**config.mk**
```make
export PLATFORM = sky130hd
export DESIGN_NAME = runahead_spec_queue_flat
export DESIGN_NICKNAME = d
export VERILOG_FILES = /design/src/rtl/runahead_spec_queue_if.sv /design/src/rtl/runahead_spec_queue.sv /design/src/flat_wrapper.sv
export SDC_FILE = /design/constraint.sdc
export NUM_CORES = 1
export LEC_CHECK = 0
export ABC_AREA = 1
export BUFFER_PORTS_ARGS = -buffer_cell sky130_fd_sc_hd__buf_4
export CAP_MARGIN = 40
export CORE_UTILIZATION = 40
export DETAILED_ROUTE_END_ITERATION = 16
export GPL_ROUTABILITY_DRIVEN = 1
export PLACE_DENSITY_LB_ADDON = 0.1
export SLEW_MARGIN = 40
export SYNTH_ARGS = -nofsm -noshare
export SYNTH_HDL_FRONTEND = slang
export SYNTH_SLANG_ARGS = --single-unit
```
**constraint.sdc**
```tcl
create_clock -name clk -period 4.05 [get_ports clk]
set_clock_uncertainty 0.05 [all_clocks]
set_input_delay 0.405 -clock clk [delete_from_list [all_inputs] [get_ports clk]]
set_output_delay 0.405 -clock clk [all_outputs]
set_load 0.02 [all_outputs]
```
**src/rtl/runahead_spec_queue_if.sv**
```systemverilog
// Handshake/status bundle between fetch/dependency check, the runahead queue and issue.
interface runahead_spec_queue_if #(
    parameter int INSTR_WIDTH = 16,
    parameter int TAG_WIDTH   = 4,
    parameter int CNT_W       = 6
);
    // push side
    logic                   push_valid;
    logic                   push_ready;
    logic [INSTR_WIDTH-1:0] push_instr;
    logic                   push_a_fwd;
    logic                   push_b_fwd;
    logic [TAG_WIDTH-1:0]   push_tag;
    // speculation control
    logic                   spec_begin;
    logic                   spec_resolve;
    logic                   spec_mispredict;
    // issue side
    logic                   issue_valid;
    logic                   issue_ready;
    logic [INSTR_WIDTH-1:0] issue_instr;
    logic                   issue_a_fwd;
    logic                   issue_b_fwd;
    logic [TAG_WIDTH-1:0]   issue_tag;
    logic                   issue_spec;
    // status
    logic                   full;
    logic                   empty;
    logic [CNT_W-1:0]       count;
    logic [CNT_W-1:0]       spec_count;
    logic [1:0]             spec_state;

    modport master (
        output push_valid, push_instr, push_a_fwd, push_b_fwd, push_tag,
               spec_begin, spec_resolve, spec_mispredict, issue_ready,
        input  push_ready, issue_valid, issue_instr, issue_a_fwd, issue_b_fwd,
               issue_tag, issue_spec, full, empty, count, spec_count, spec_state
    );

    modport slave (
        input  push_valid, push_instr, push_a_fwd, push_b_fwd, push_tag,
               spec_begin, spec_resolve, spec_mispredict, issue_ready,
        output push_ready, issue_valid, issue_instr, issue_a_fwd, issue_b_fwd,
               issue_tag, issue_spec, full, empty, count, spec_count, spec_state
    );
endinterface

```
**src/rtl/runahead_spec_queue.sv**
```systemverilog
// Runahead instruction FIFO with speculation tagging and one-cycle mispredict rollback.
// Speculative entries are always the youngest run while a window is open, so a
// mispredict simply pulls the write pointer back over them.
module runahead_spec_queue #(
    parameter int DEPTH       = 32,
    parameter int INSTR_WIDTH = 16,
    parameter int TAG_WIDTH   = 4,
    parameter int CNT_W       = $clog2(DEPTH) + 1
) (
    input  logic                 clk,
    input  logic                 async_rst_n,
    input  logic                 clk_en,
    runahead_spec_queue_if.slave bus
);
    localparam int AW = CNT_W - 1;

    typedef enum logic [1:0] {IDLE = 2'd0, SPEC = 2'd1, DRAIN = 2'd2} state_t;

    typedef struct packed {
        logic                   spec;
        logic [TAG_WIDTH-1:0]   tag;
        logic                   a_fwd;
        logic                   b_fwd;
        logic [INSTR_WIDTH-1:0] instr;
    } entry_t;

    entry_t           r_mem [DEPTH];
    logic [CNT_W-1:0] r_wp, r_rp, r_spec_cnt;
    state_t           r_state, w_state_nxt;
    logic [1:0]       r_rst_sync;
    logic             w_rst_n;

    logic             w_full, w_empty, w_push, w_pop, w_pop_spec;
    logic             w_resolve, w_mispredict, w_correct, w_spec_tag;
    logic [CNT_W-1:0] w_rollback, w_spec_cnt_nxt, w_wp_nxt;
    entry_t           w_head, w_new;

    // Reset asserts asynchronously and releases synchronously to clk.
    always_ff @(posedge clk or negedge async_rst_n) begin
        if (!async_rst_n) r_rst_sync <= 2'b00;
        else              r_rst_sync <= {r_rst_sync[0], 1'b1};
    end
    assign w_rst_n = r_rst_sync[1];

    assign w_full  = (r_wp[AW-1:0] == r_rp[AW-1:0]) && (r_wp[AW] != r_rp[AW]);
    assign w_empty = (r_wp == r_rp);
    assign w_head  = r_mem[r_rp[AW-1:0]];

    // Resolve only means something while a window is open.
    assign w_resolve    = clk_en && (r_state == SPEC) && bus.spec_resolve;
    assign w_mispredict = w_resolve && bus.spec_mispredict;
    assign w_correct    = w_resolve && !bus.spec_mispredict;
    assign w_spec_tag   = ((r_state == SPEC) || ((r_state == IDLE) && bus.spec_begin)) && !w_correct;

    assign w_push     = clk_en && bus.push_valid && !w_full && !w_mispredict;
    assign w_pop      = clk_en && !w_empty && bus.issue_ready;
    assign w_pop_spec = w_pop && w_head.spec;

    // A speculative head popped on the mispredict cycle is consumed, not rolled back.
    assign w_rollback     = r_spec_cnt - CNT_W'(w_pop_spec);
    assign w_spec_cnt_nxt = w_mispredict ? '0
                          : r_spec_cnt + CNT_W'(w_push && w_spec_tag) - CNT_W'(w_pop_spec);
    assign w_wp_nxt       = w_mispredict ? (r_wp - w_rollback) : (r_wp + CNT_W'(w_push));

    assign w_new = '{spec: w_spec_tag, tag: bus.push_tag, a_fwd: bus.push_a_fwd,
                     b_fwd: bus.push_b_fwd, instr: bus.push_instr};

    // Entry storage; contents are intentionally not reset.
    always_ff @(posedge clk) begin
        if (w_push) r_mem[r_wp[AW-1:0]] <= w_new;
    end

    // Pointers and speculative count.
    always_ff @(posedge clk or negedge w_rst_n) begin
        if (!w_rst_n) begin
            r_wp       <= '0;
            r_rp       <= '0;
            r_spec_cnt <= '0;
        end else if (clk_en) begin
            r_wp       <= w_wp_nxt;
            r_rp       <= r_rp + CNT_W'(w_pop);
            r_spec_cnt <= w_spec_cnt_nxt;
        end
    end

    // Speculation window state register.
    always_ff @(posedge clk or negedge w_rst_n) begin
        if (!w_rst_n) r_state <= IDLE;
        else          r_state <= w_state_nxt;
    end

    // Window transitions; a new window waits until the old one has drained.
    always_comb begin
        w_state_nxt = r_state;
        if (clk_en) begin
            case (r_state)
                IDLE:    if (bus.spec_begin) w_state_nxt = SPEC;
                SPEC: begin
                    if (w_mispredict)   w_state_nxt = IDLE;
                    else if (w_correct) w_state_nxt = (w_spec_cnt_nxt != '0) ? DRAIN : IDLE;
                end
                DRAIN:   if (w_spec_cnt_nxt == '0) w_state_nxt = IDLE;
                default: w_state_nxt = IDLE;
            endcase
        end
    end

    assign bus.push_ready  = !w_full;
    assign bus.full        = w_full;
    assign bus.empty       = w_empty;
    assign bus.issue_valid = !w_empty;
    assign bus.issue_instr = w_head.instr;
    assign bus.issue_a_fwd = w_head.a_fwd;
    assign bus.issue_b_fwd = w_head.b_fwd;
    assign bus.issue_tag   = w_head.tag;
    assign bus.issue_spec  = w_head.spec;
    assign bus.count       = r_wp - r_rp;
    assign bus.spec_count  = r_spec_cnt;
    assign bus.spec_state  = r_state;
endmodule

```
**src/flat_wrapper.sv**
```systemverilog
// flat-port wrapper written by rule: the top's interface ports become plain ports
module runahead_spec_queue_flat 
#(
    parameter int DEPTH       = 32,
    parameter int INSTR_WIDTH = 16,
    parameter int TAG_WIDTH   = 4,
    parameter int CNT_W       = $clog2(DEPTH) + 1
)
  (clk, async_rst_n, clk_en, bus_push_valid, bus_push_instr, bus_push_a_fwd, bus_push_b_fwd, bus_push_tag, bus_spec_begin, bus_spec_resolve, bus_spec_mispredict, bus_issue_ready, bus_push_ready, bus_issue_valid, bus_issue_instr, bus_issue_a_fwd, bus_issue_b_fwd, bus_issue_tag, bus_issue_spec, bus_full, bus_empty, bus_count, bus_spec_count, bus_spec_state);
  runahead_spec_queue_if #(.INSTR_WIDTH(INSTR_WIDTH), .TAG_WIDTH(TAG_WIDTH), .CNT_W(CNT_W)) bus_i ();
  input  logic clk;
  input  logic async_rst_n;
  input  logic clk_en;
  input wire logic [$bits(bus_i.push_valid)-1:0] bus_push_valid;
  input wire logic [$bits(bus_i.push_instr)-1:0] bus_push_instr;
  input wire logic [$bits(bus_i.push_a_fwd)-1:0] bus_push_a_fwd;
  input wire logic [$bits(bus_i.push_b_fwd)-1:0] bus_push_b_fwd;
  input wire logic [$bits(bus_i.push_tag)-1:0] bus_push_tag;
  input wire logic [$bits(bus_i.spec_begin)-1:0] bus_spec_begin;
  input wire logic [$bits(bus_i.spec_resolve)-1:0] bus_spec_resolve;
  input wire logic [$bits(bus_i.spec_mispredict)-1:0] bus_spec_mispredict;
  input wire logic [$bits(bus_i.issue_ready)-1:0] bus_issue_ready;
  output wire logic [$bits(bus_i.push_ready)-1:0] bus_push_ready;
  output wire logic [$bits(bus_i.issue_valid)-1:0] bus_issue_valid;
  output wire logic [$bits(bus_i.issue_instr)-1:0] bus_issue_instr;
  output wire logic [$bits(bus_i.issue_a_fwd)-1:0] bus_issue_a_fwd;
  output wire logic [$bits(bus_i.issue_b_fwd)-1:0] bus_issue_b_fwd;
  output wire logic [$bits(bus_i.issue_tag)-1:0] bus_issue_tag;
  output wire logic [$bits(bus_i.issue_spec)-1:0] bus_issue_spec;
  output wire logic [$bits(bus_i.full)-1:0] bus_full;
  output wire logic [$bits(bus_i.empty)-1:0] bus_empty;
  output wire logic [$bits(bus_i.count)-1:0] bus_count;
  output wire logic [$bits(bus_i.spec_count)-1:0] bus_spec_count;
  output wire logic [$bits(bus_i.spec_state)-1:0] bus_spec_state;
  assign bus_i.push_valid = bus_push_valid;
  assign bus_i.push_instr = bus_push_instr;
  assign bus_i.push_a_fwd = bus_push_a_fwd;
  assign bus_i.push_b_fwd = bus_push_b_fwd;
  assign bus_i.push_tag = bus_push_tag;
  assign bus_i.spec_begin = bus_spec_begin;
  assign bus_i.spec_resolve = bus_spec_resolve;
  assign bus_i.spec_mispredict = bus_spec_mispredict;
  assign bus_i.issue_ready = bus_issue_ready;
  assign bus_push_ready = bus_i.push_ready;
  assign bus_issue_valid = bus_i.issue_valid;
  assign bus_issue_instr = bus_i.issue_instr;
  assign bus_issue_a_fwd = bus_i.issue_a_fwd;
  assign bus_issue_b_fwd = bus_i.issue_b_fwd;
  assign bus_issue_tag = bus_i.issue_tag;
  assign bus_issue_spec = bus_i.issue_spec;
  assign bus_full = bus_i.full;
  assign bus_empty = bus_i.empty;
  assign bus_count = bus_i.count;
  assign bus_spec_count = bus_i.spec_count;
  assign bus_spec_state = bus_i.spec_state;
  runahead_spec_queue #(.DEPTH(DEPTH), .INSTR_WIDTH(INSTR_WIDTH), .TAG_WIDTH(TAG_WIDTH), .CNT_W(CNT_W)) u_core (.clk(clk), .async_rst_n(async_rst_n), .clk_en(clk_en), .bus(bus_i));
endmodule
```
==> results of run 1 <==
-- routing by layer --
metal  vias up  share of wire [%]
li1       8788                  -
met1      9947                 46
met2       550                 47
met3       118                5.4
met4         0                2.1
met5         -                  0
-- kinds of logic (layout without fill, tap and decap cells) --
group / after synthesis / count (layout) / share of synthesized area (%)
and+or+nand+nor: 631 / 631 / 8.05
buffers and inverters: 192 / 364 / 3.36
muxes: 45 / 45 / 1.46
xor gates and xnor gates: 14 / 14 / 0.398
adders and majority gates: 26 / 26 / 1.13
DFF: 758 / 758 / 73.6
other: 1 / 1 / 0.0122
AOI/OAI and AO/OA: 627 / 627 / 12.0
-- timing repair --
item / 4_1_cts / 5_1_grt
hold buffers: 1 / 0
setup endpoints to repair: 0 / 4
endpoints found under the hold margin: 2 / 0
resized for setup: 0 / 4
-- worst register-to-register path: stages, from the launching register on --
cell     delay (ps)
dfrtp_4         630
ha_1            350
inv_1            50
nor2_1          150
nand3_1          90
nor2_1          230
nor2_2          100
nand2_1         140
or2_1           180
nand2_1          70
ha_1            210
fa_1            430
or2_2           300
nand3_1         100
nand3_1          80
nor2_1          110
nand3_1          80
nand3_1          70
nand2_1          40
-- cells in the final DEF, fill, tap and decap left out, drive strengths merged, types with 11 or more instances in the layout --
cell type  count
nor2         365
xor2          12
clkbuf       104
dfrtp         22
edfxtp       736
o22ai        144
nand3         54
inv           48
o31ai         11
a21oi         84
ha            23
o32ai         11
buf          167
o21ai        325
clkinv        38
a2111oi       11
nand2        198
o221ai        22
a2111o        11
mux2i         45
-- per-stage QoR --
| step | util [%] | instances | total power (W) | worst slack, ps | area (µm²) |
|---|---|---|---|---|---|
| 3_3_place_gp | 43.0 | 3342 | 0.0162 | 513 | 32700 |
| 6_report | 46.5 | 3496 | 0.0234 | 164 | 35400 |
| 4_1_cts | 46.5 | 3496 | 0.0236 | 5.98 | 35300 |
| 2_1_floorplan | - | 2294 | 0.0137 | 152 | 30800 |
| 5_1_grt | 46.5 | 3496 | 0.0245 | 8.70 | 35400 |
| 3_5_place_dp | 43.0 | 3342 | 0.0163 | 507 | 32700 |
-- cell type report --
| cell class | instances | area, µm² |
|---|---|---|
| timing repair buffer | 168 | 1360 |
| tap | 1030 | 1290 |
| multi-input combinational | 1344 | 7250 |
| sequential | 758 | 22700 |
| clock inverter | 49 | 389 |
| fill | 6742 | 40700 |
| clock buffer | 104 | 2240 |
| inverter | 43 | 174 |
-- where the power goes --
part / total [W] / leakage (nW) / internal (W) / switching, W
combinational: 0.00695 / 3.65 / 0.00220 / 0.00475
sequential: 0.00914 / 6.88 / 0.00895 / 0.000194
clock: 0.00731 / 1.29 / 0.00425 / 0.00306
-- sequential cells by signal, indices dropped and copies added, names as in the netlist --
name,flops
u_core.bus.spec_count,6
u_core.bus.spec_state,2
u_core.r_mem,736
u_core.r_rp,6
u_core.r_rst_sync,2
u_core.r_wp,6
-- final timing paths --
path,startpoint,end,cells after the start
min reg2reg,u_core.r_rst_sync[1]$_DFF_PN0_,u_core.bus.spec_count[2]$_DFFE_PN0P_,0
max in group asynchronous,u_core.r_rst_sync[1]$_DFF_PN0_,u_core.r_rp[0]$_DFFE_PN0P_,0
max,u_core.r_rp[0]$_DFFE_PN0P_,bus_issue_instr[9],9
max reg2reg,u_core.r_rp[0]$_DFFE_PN0P_,u_core.bus.spec_state[1]$_DFFE_PN0P_,18
min,async_rst_n,u_core.r_rst_sync[1]$_DFF_PN0_,2
min in group clk,clk_en,u_core.r_rp[1]$_DFFE_PN0P_,3
==> flow_summary.json, run 1 <==
{
  "wirelength_mm": 86.7,
  "max_freq_ghz": 0.257,
  "antenna_found_initial": 0,
  "cp_slowest_stage_delay_ps": 630,
  "cp-end-kind": "output pin",
  "syn_avg_cell_area_um2": 13.4,
  "setup_viol": 0,
  "startpoint_type": "flip-flop",
  "n_antenna_cell": 0,
  "relSlewSlack_pct": 45.7,
  "worstPathRequired_ps": 3600,
  "cap_violations": 0,
  "synth_common_cells": "edfxtp_1 (736), nor2_1 (364), o21ai_0 (296)",
  "numCtsBuffers": 83,
  "leakagePower_nw": 11.8,
  "cp_top_family": "compound AO/OA/AOI/OAI gates",
  "first_pass_iters": 5,
  "synth_edf_count": 736,
  "yosysTopAreaCellShare_pct": 71.8,
  "vias": 19403,
  "ys_seq_area_share_pct": 73.6,
  "cts_setup_buffers": 0,
  "port-buffer-count": 70,
  "clkTransAtPathRegs_ps": 60,
  "clock_path_buffers": 3,
  "min_path_type": "in -> async",
  "rows": 101,
  "grt_max_degree": 155,
  "grt_pass1_vias": 18842,
  "hold_violations": 0,
  "critPathBufInv": 3,
  "yosysTopAreaCell": "edfxtp_1",
  "drive_gt1_share_pct": 14.1,
  "cts_tree": "built",
  "grt_pass1_wl_mm": 128,
  "htreeDepth": 3,
  "crit_arrival_ps": 3430,
  "insertion_delay_ps": 620,
  "viasPerCell": 5.55,
  "drv_slew": 0,
  "path_cells": "inv_8 -> buf_4 -> o21ai_0 -> o22ai_1 -> nor2_1 -> o32ai_1 -> nand2_1 -> o31ai_1 -> buf_4",
  "tightest_slew_ps": 815,
  "ys_warn_count": 0,
  "fin_crit_sh_pct": 96.0,
  "start_util_pct": 40.5,
  "core-area_mm2": 0.0761,
  "grt_busiest_layer": "met2",
  "vdd_ir_drop_max_uv": 395,
  "grt_overflow_total": 0,
  "ys_top_cells_by_area": "edfxtp_1 (72%), o21ai_0 (4.8%), nor2_1 (4.4%), o22ai_1 (2.9%), nand2_1 (2.4%)",
  "period_minus_slack_ps": 3890,
  "synth-main-ff-cell": "edfxtp_1",
  "fp.dieArea_mm2": 0.0781,
  "path_common_cell": "buf_4",
  "status": "finished clean",
  "finalNetCount": 2454,
  "ys_ff_latch": 758,
  "syn_nets": 2350,
  "num_io_pins": 71,
  "ys_types": 47,
  "cp_max_fo": 36,
  "cts_sinks": 758,
  "drt-wirelength-per-cell_um": 24.8,
  "grtUsageMet2_pct": 35.7,
  "drc": 0,
  "die_w_um": 279,
  "hpwl_mm": 50.1,
  "async_flop_share_pct": 2.90,
  "gr-usage-met1_pct": 31.8,
  "hold-worst-slack_ps": 45.9,
  "grt_setup_unrepaired": "no",
  "grt_usage_pct": 22.3,
  "synthMostInstantiatedCell": "edfxtp_1",
  "r2r_slack_ps": 490,
  "syn_inst": 2294,
  "syn_to_final_growth_pct": 14.9,
  "critPathKind": "reg -> out",
  "synth_area_mm2": 0.0308,
  "p_per_area_mw_per_mm2": 661,
  "clockRootBuffer": "clkbuf_16",
  "gp_congestion": 0.793,
  "ant_nets": 0,
  "drt-initial-drc-count": 1900,
  "met3_usage_pct": 3.41,
  "die_h_um": 279,
  "cp_slowest_cell": "dfrtp_4",
  "fin_setup_tns_ps": 0
}
Note: power is estimated with default switching activity, not from simulation.
==> run 2: changes to the inputs <==
--- a/config.mk
+++ b/config.mk
@@ -11,6 +11,7 @@
 export CORE_UTILIZATION = 40
 export DETAILED_ROUTE_END_ITERATION = 16
 export GPL_ROUTABILITY_DRIVEN = 1
+export GPL_TIMING_DRIVEN = 0
 export PLACE_DENSITY_LB_ADDON = 0.1
 export SLEW_MARGIN = 40
 export SYNTH_ARGS = -nofsm -noshare
==> flow_summary.json, run 2 (synthesis gave the netlist of run 1 again) <==
{
  "p_per_area_mw_per_mm2": 668,
  "cts_tree": "built",
  "drt-wirelength-per-cell_um": 30.6,
  "cp_slowest_stage_delay_ps": 460,
  "viasPerCell": 5.86,
  "fp.dieArea_mm2": 0.0781,
  "syn_to_final_growth_pct": 20.6,
  "insertion_delay_ps": 620,
  "wirelength_mm": 111,
  "cp_max_fo": 11,
  "grt_max_degree": 33,
  "port-buffer-count": 69,
  "vdd_ir_drop_max_uv": 403,
  "worstPathRequired_ps": 3600,
  "numCtsBuffers": 82,
  "htreeDepth": 3,
  "tightest_slew_ps": 864,
  "min_path_type": "in -> async",
  "clock_power_share_pct": 29.6,
  "period_minus_slack_ps": 4020,
  "antenna_found_initial": 2,
  "grt_pass1_wl_mm": 153,
  "cts_sinks": 758,
  "hpwl_mm": 75.4,
  "num_io_pins": 71,
  "gp_congestion": 0.916,
  "relSlewSlack_pct": 42.4,
  "core-area_mm2": 0.0761,
  "grt_usage_pct": 28.3,
  "die_w_um": 279,
  "start_util_pct": 40.5,
  "critPathKind": "reg -> out",
  "drc": 0,
  "grt_pass1_vias": 20080,
  "swShare_pct": 36.3,
  "clockRootBuffer": "clkbuf_16",
  "grt_setup_unrepaired": "no",
  "grt_overflow_total": 0,
  "ant_nets": 0,
  "clkTransAtPathRegs_ps": 60,
  "die_h_um": 279,
  "combPwrFrac_pct": 33.5,
  "fin_setup_tns_ps": 0,
  "layout_commonest_cell": "edfxtp_1",
  "fin_crit_sh_pct": 99.3,
  "clock_path_buffers": 3,
  "max_freq_ghz": 0.249,
  "setup_viol": 0,
  "p_int_w": 0.0158,
  "cp-end-kind": "output pin",
  "drive_gt1_share_pct": 17.0,
  "drt-initial-drc-count": 2621,
  "vias": 21195,
  "r2r_slack_ps": 260,
  "final_core_utilization_pct": 48.8,
  "largest_register_ffs": 736,
  "rows": 101,
  "leakagePower_nw": 12.5,
  "cap_violations": 0,
  "power_switching_w": 0.00899,
  "final_cell_mix": "edfxtp_1 (736), nor2_1 (330), o21ai_0 (296)",
  "hold_violations": 0,
  "finalNetCount": 2582,
  "cp_slowest_cell": "dfrtp_1",
  "drv_slew": 0,
  "pwr-share-seq_pct": 36.9,
  "status": "finished clean",
  "path_cells": "buf_6 -> inv_4 -> clkbuf_4 -> clkbuf_1 -> o21ai_0 -> o22ai_1 -> nor2_1 -> o32ai_1 -> nand2_1 -> o31ai_2 -> buf_4",
  "crit_arrival_ps": 3570,
  "first_pass_iters": 6,
  "startpoint_type": "flip-flop"
}
[run 2: worst paths after layout]
| kind | from | endpoint | cells after the start |
|---|---|---|---|
| setup reg to reg | u_core.r_rp[1]$_DFFE_PN0P_ | u_core.bus.spec_state[1]$_DFFE_PN0P_ | 21 |
| hold / removal | async_rst_n | u_core.r_rst_sync[1]$_DFF_PN0_ | 2 |
| hold reg to reg | u_core.r_rst_sync[1]$_DFF_PN0_ | u_core.bus.spec_state[0]$_DFFE_PN0P_ | 0 |
| min in group clk | bus_spec_resolve | u_core.bus.spec_state[0]$_DFFE_PN0P_ | 3 |
| max in group asynchronous | u_core.r_rst_sync[1]$_DFF_PN0_ | u_core.r_rp[3]$_DFFE_PN0P_ | 0 |
| setup / recovery | u_core.r_rp[1]$_DFFE_PN0P_ | bus_issue_a_fwd | 11 |
[run 2: through the flow]
stage               hold slack (ps)  setup WS, ps  std cells  instance area [µm²]  total power [W]
floorplan                      59.4           152       2294                30800           0.0137
global placement                139         -2480       3393                32600           0.0171
detailed placement              138          -808       3452                34100           0.0173
CTS                            37.7         0.870       3611                37000           0.0247
global route                   56.4          14.3       3612                37100           0.0257
finish                         65.1          28.0       3614                37100           0.0248
[run 2: area by class of cell]
class                   instances  area, µm²
repair buffers                150       2040
plain buffers                 147        922
multi-input cells            1344       7450
clock buffers                 105       2230
flip-flops and latches        758      22700
diodes                          2       5.00
inverters                      43        174
clock inverters                35        358
well taps                    1030       1290
fillers                      6615      39000
[run 2: power by group through the flow]
stage / Sequential (W) / Combinational (W) / Clock [W]
3_3_place_gp: 0.00930 / 0.00777 / 0
2_1_floorplan: 0.00927 / 0.00445 / 0
6_report: 0.00914 / 0.00831 / 0.00735
4_1_cts: 0.00913 / 0.00814 / 0.00744
3_5_place_dp: 0.00929 / 0.00804 / 0
5_1_grt: 0.00916 / 0.00882 / 0.00770
[run 2: metal layers]
layer | track usage [%] | wire length (µm) | up-vias | part of all wire [%]
met4 | 12.0 | 4580 | 0 | 4.1
li1 | - | - | 9077 | -
met2 | 43.8 | 50400 | 1075 | 46
met3 | 4.35 | 9480 | 205 | 8.6
met5 | 0 | 0 | - | 0
met1 | 39.8 | 46200 | 10838 | 42
[run 2: worst max-delay path: cells and delay by family (launching register included)]
kind	cells	cell delay [ps]
simple gates	2	300
compound gates	4	910
flops	1	460
buf+inv	5	1250
[run 2: timing repair]
item,in CTS,in global routing
hold buffers,1,0
resized for setup,26,40
setup buffers,20,0
hold endpoints to repair,2,0
pin swaps,19,0
gates cloned,0,0
setup endpoints to repair,756,17
==> run 3: changes to the inputs <==
--- a/config.mk
+++ b/config.mk
@@ -12,7 +12,6 @@
 export DETAILED_ROUTE_END_ITERATION = 16
 export GPL_ROUTABILITY_DRIVEN = 1
 export GPL_TIMING_DRIVEN = 0
-export PLACE_DENSITY_LB_ADDON = 0.1
 export SLEW_MARGIN = 40
 export SYNTH_ARGS = -nofsm -noshare
 export SYNTH_HDL_FRONTEND = slang
==> flow_summary.json, run 3 (synthesis gave the netlist of run 1 again) <==
{
  "setup_viol": 0,
  "insertion_delay_ps": 620,
  "finalNetCount": 2557,
  "antenna_found_initial": 7,
  "syn_to_final_growth_pct": 19.4,
  "numCtsBuffers": 78,
  "largest_register_ffs": 736,
  "cp_slowest_cell": "dfrtp_1",
  "vias": 21100,
  "status": "finished clean",
  "core-area_mm2": 0.0761,
  "hold_violations": 0,
  "die_h_um": 279,
  "grt_pass1_wl_mm": 144,
  "port-buffer-count": 69,
  "path_cells": "buf_6 -> inv_4 -> buf_2 -> clkbuf_2 -> o21ai_0 -> o22ai_1 -> nor2_1 -> o22ai_1 -> nand2_1 -> o21ai_1 -> buf_4",
  "cp-end-kind": "output pin",
  "grt_max_degree": 33,
  "layout_commonest_cell": "edfxtp_1",
  "viasPerCell": 5.88,
  "worstPathRequired_ps": 3600,
  "n_antenna_cell": 0,
  "num_io_pins": 71,
  "min_path_type": "in -> async",
  "setup_ws_ps": 32.6,
  "gp_congestion": 0.935,
  "fp.dieArea_mm2": 0.0781,
  "relSlewSlack_pct": 40.1,
  "clock_path_buffers": 3,
  "cp_max_fo": 10,
  "p_per_area_mw_per_mm2": 663,
  "cp_top_family": "buffers and inverters",
  "drt-wirelength-per-cell_um": 28.4,
  "grt_setup_unrepaired": "yes",
  "clockRootBuffer": "clkbuf_16",
  "critPathBufInv": 5,
  "die_w_um": 279,
  "critPathKind": "reg -> out",
  "fillers": 6551,
  "cts_sinks": 758,
  "start_util_pct": 40.5,
  "vdd_ir_drop_max_uv": 777,
  "tightest_slew_ps": 899,
  "leakagePower_nw": 12.3,
  "startpoint_type": "flip-flop",
  "grt_overflow_total": 0,
  "grt_pass1_vias": 19942,
  "drv_slew": 0,
  "cap_violations": 0,
  "total_power_w": 0.0243,
  "drt-initial-drc-count": 3035,
  "drc": 0,
  "cp_slowest_stage_delay_ps": 440,
  "grt_usage_pct": 26.0,
  "fin_crit_sh_pct": 99.2,
  "hpwl_mm": 69.1,
  "period_minus_slack_ps": 4020,
  "max_freq_ghz": 0.249,
  "post-place-ws_ps": -654,
  "drive_gt1_share_pct": 16.0,
  "path_common_cell": "o22ai_1",
  "htreeDepth": 3,
  "rows": 101,
  "first_pass_iters": 6,
  "ant_nets": 0,
  "wirelength_mm": 102,
  "final_cell_mix": "edfxtp_1 (736), nor2_1 (331), o21ai_0 (294)",
  "crit_arrival_ps": 3560,
  "clkTransAtPathRegs_ps": 60,
  "cts_tree": "built"
}
run 3: worst paths after layout:
kind / startpoint / to / slack [ps] / cells after the start
hold reg to reg: u_core.r_rst_sync[1]$_DFF_PN0_ / u_core.bus.spec_count[5]$_DFFE_PN0P_ / 190 / 0
min in group clk: clk_en / u_core.r_wp[0]$_DFFE_PN0P_ / 120 / 3
setup / recovery: u_core.r_rp[1]$_DFFE_PN0P_ / bus_issue_instr[14] / 30 / 11
hold / removal: async_rst_n / u_core.r_rst_sync[1]$_DFF_PN0_ / 60 / 2
max in group asynchronous: u_core.r_rst_sync[1]$_DFF_PN0_ / u_core.r_wp[5]$_DFFE_PN0P_ / 3400 / 0
setup reg to reg: u_core.r_rp[1]$_DFFE_PN0P_ / u_core.r_mem[27][10]$_DFFE_PP_ / 220 / 12
run 3: layout make-up:
cell class                 count  area, µm²  area share (%)
multi-input combinational   1344       7400            20.1
tap                         1030       1290            3.51
sequential                   758      22700            61.7
inverter                      43        169           0.460
clock buffer                  98       2100            5.72
timing repair buffer         132       1810            4.93
clock inverter                42        414            1.13
buffer                       144        905            2.46
run 3: metal layers:
metal	track usage, %	vias to the layer above	wire length [µm]
met5	0	-	42
met4	12.3	6	5050
met3	4.70	255	11400
met2	40.9	1337	46500
met1	35.1	10499	39100
li1	-	9003	-
run 3: what timing repair did:
action	4_1_cts	5_1_grt
endpoints found under the setup margin	742	228
pin swaps	7	0
gates cloned	0	0
resized for setup	16	31
buffers inserted	14	0
hold buffers	1	0
endpoints found under the hold margin	2	0
run 3: per-stage QoR:
step / instances / instance area (µm²) / TNS [ps] / utilization [%] / hold slack [ps]
floorplan: 2294 / 30800 / 0 / - / 59.4
global placement: 3393 / 32600 / -1256500 / 42.8 / 137
detailed placement: 3440 / 34000 / -303490 / 44.6 / 138
CTS: 3592 / 36700 / 0 / 48.2 / 29.3
global route: 3591 / 36700 / -4.63 / 48.3 / 55.0
finish: 3591 / 36700 / 0 / 48.3 / 61.4
run 3: power by group:
| group | switching [W] | internal, W | leakage [nW] |
|---|---|---|---|
| Sequential | 0.000183 | 0.00894 | 6.88 |
| Clock | 0.00297 | 0.00419 | 1.24 |
| Combinational | 0.00556 | 0.00252 | 4.21 |
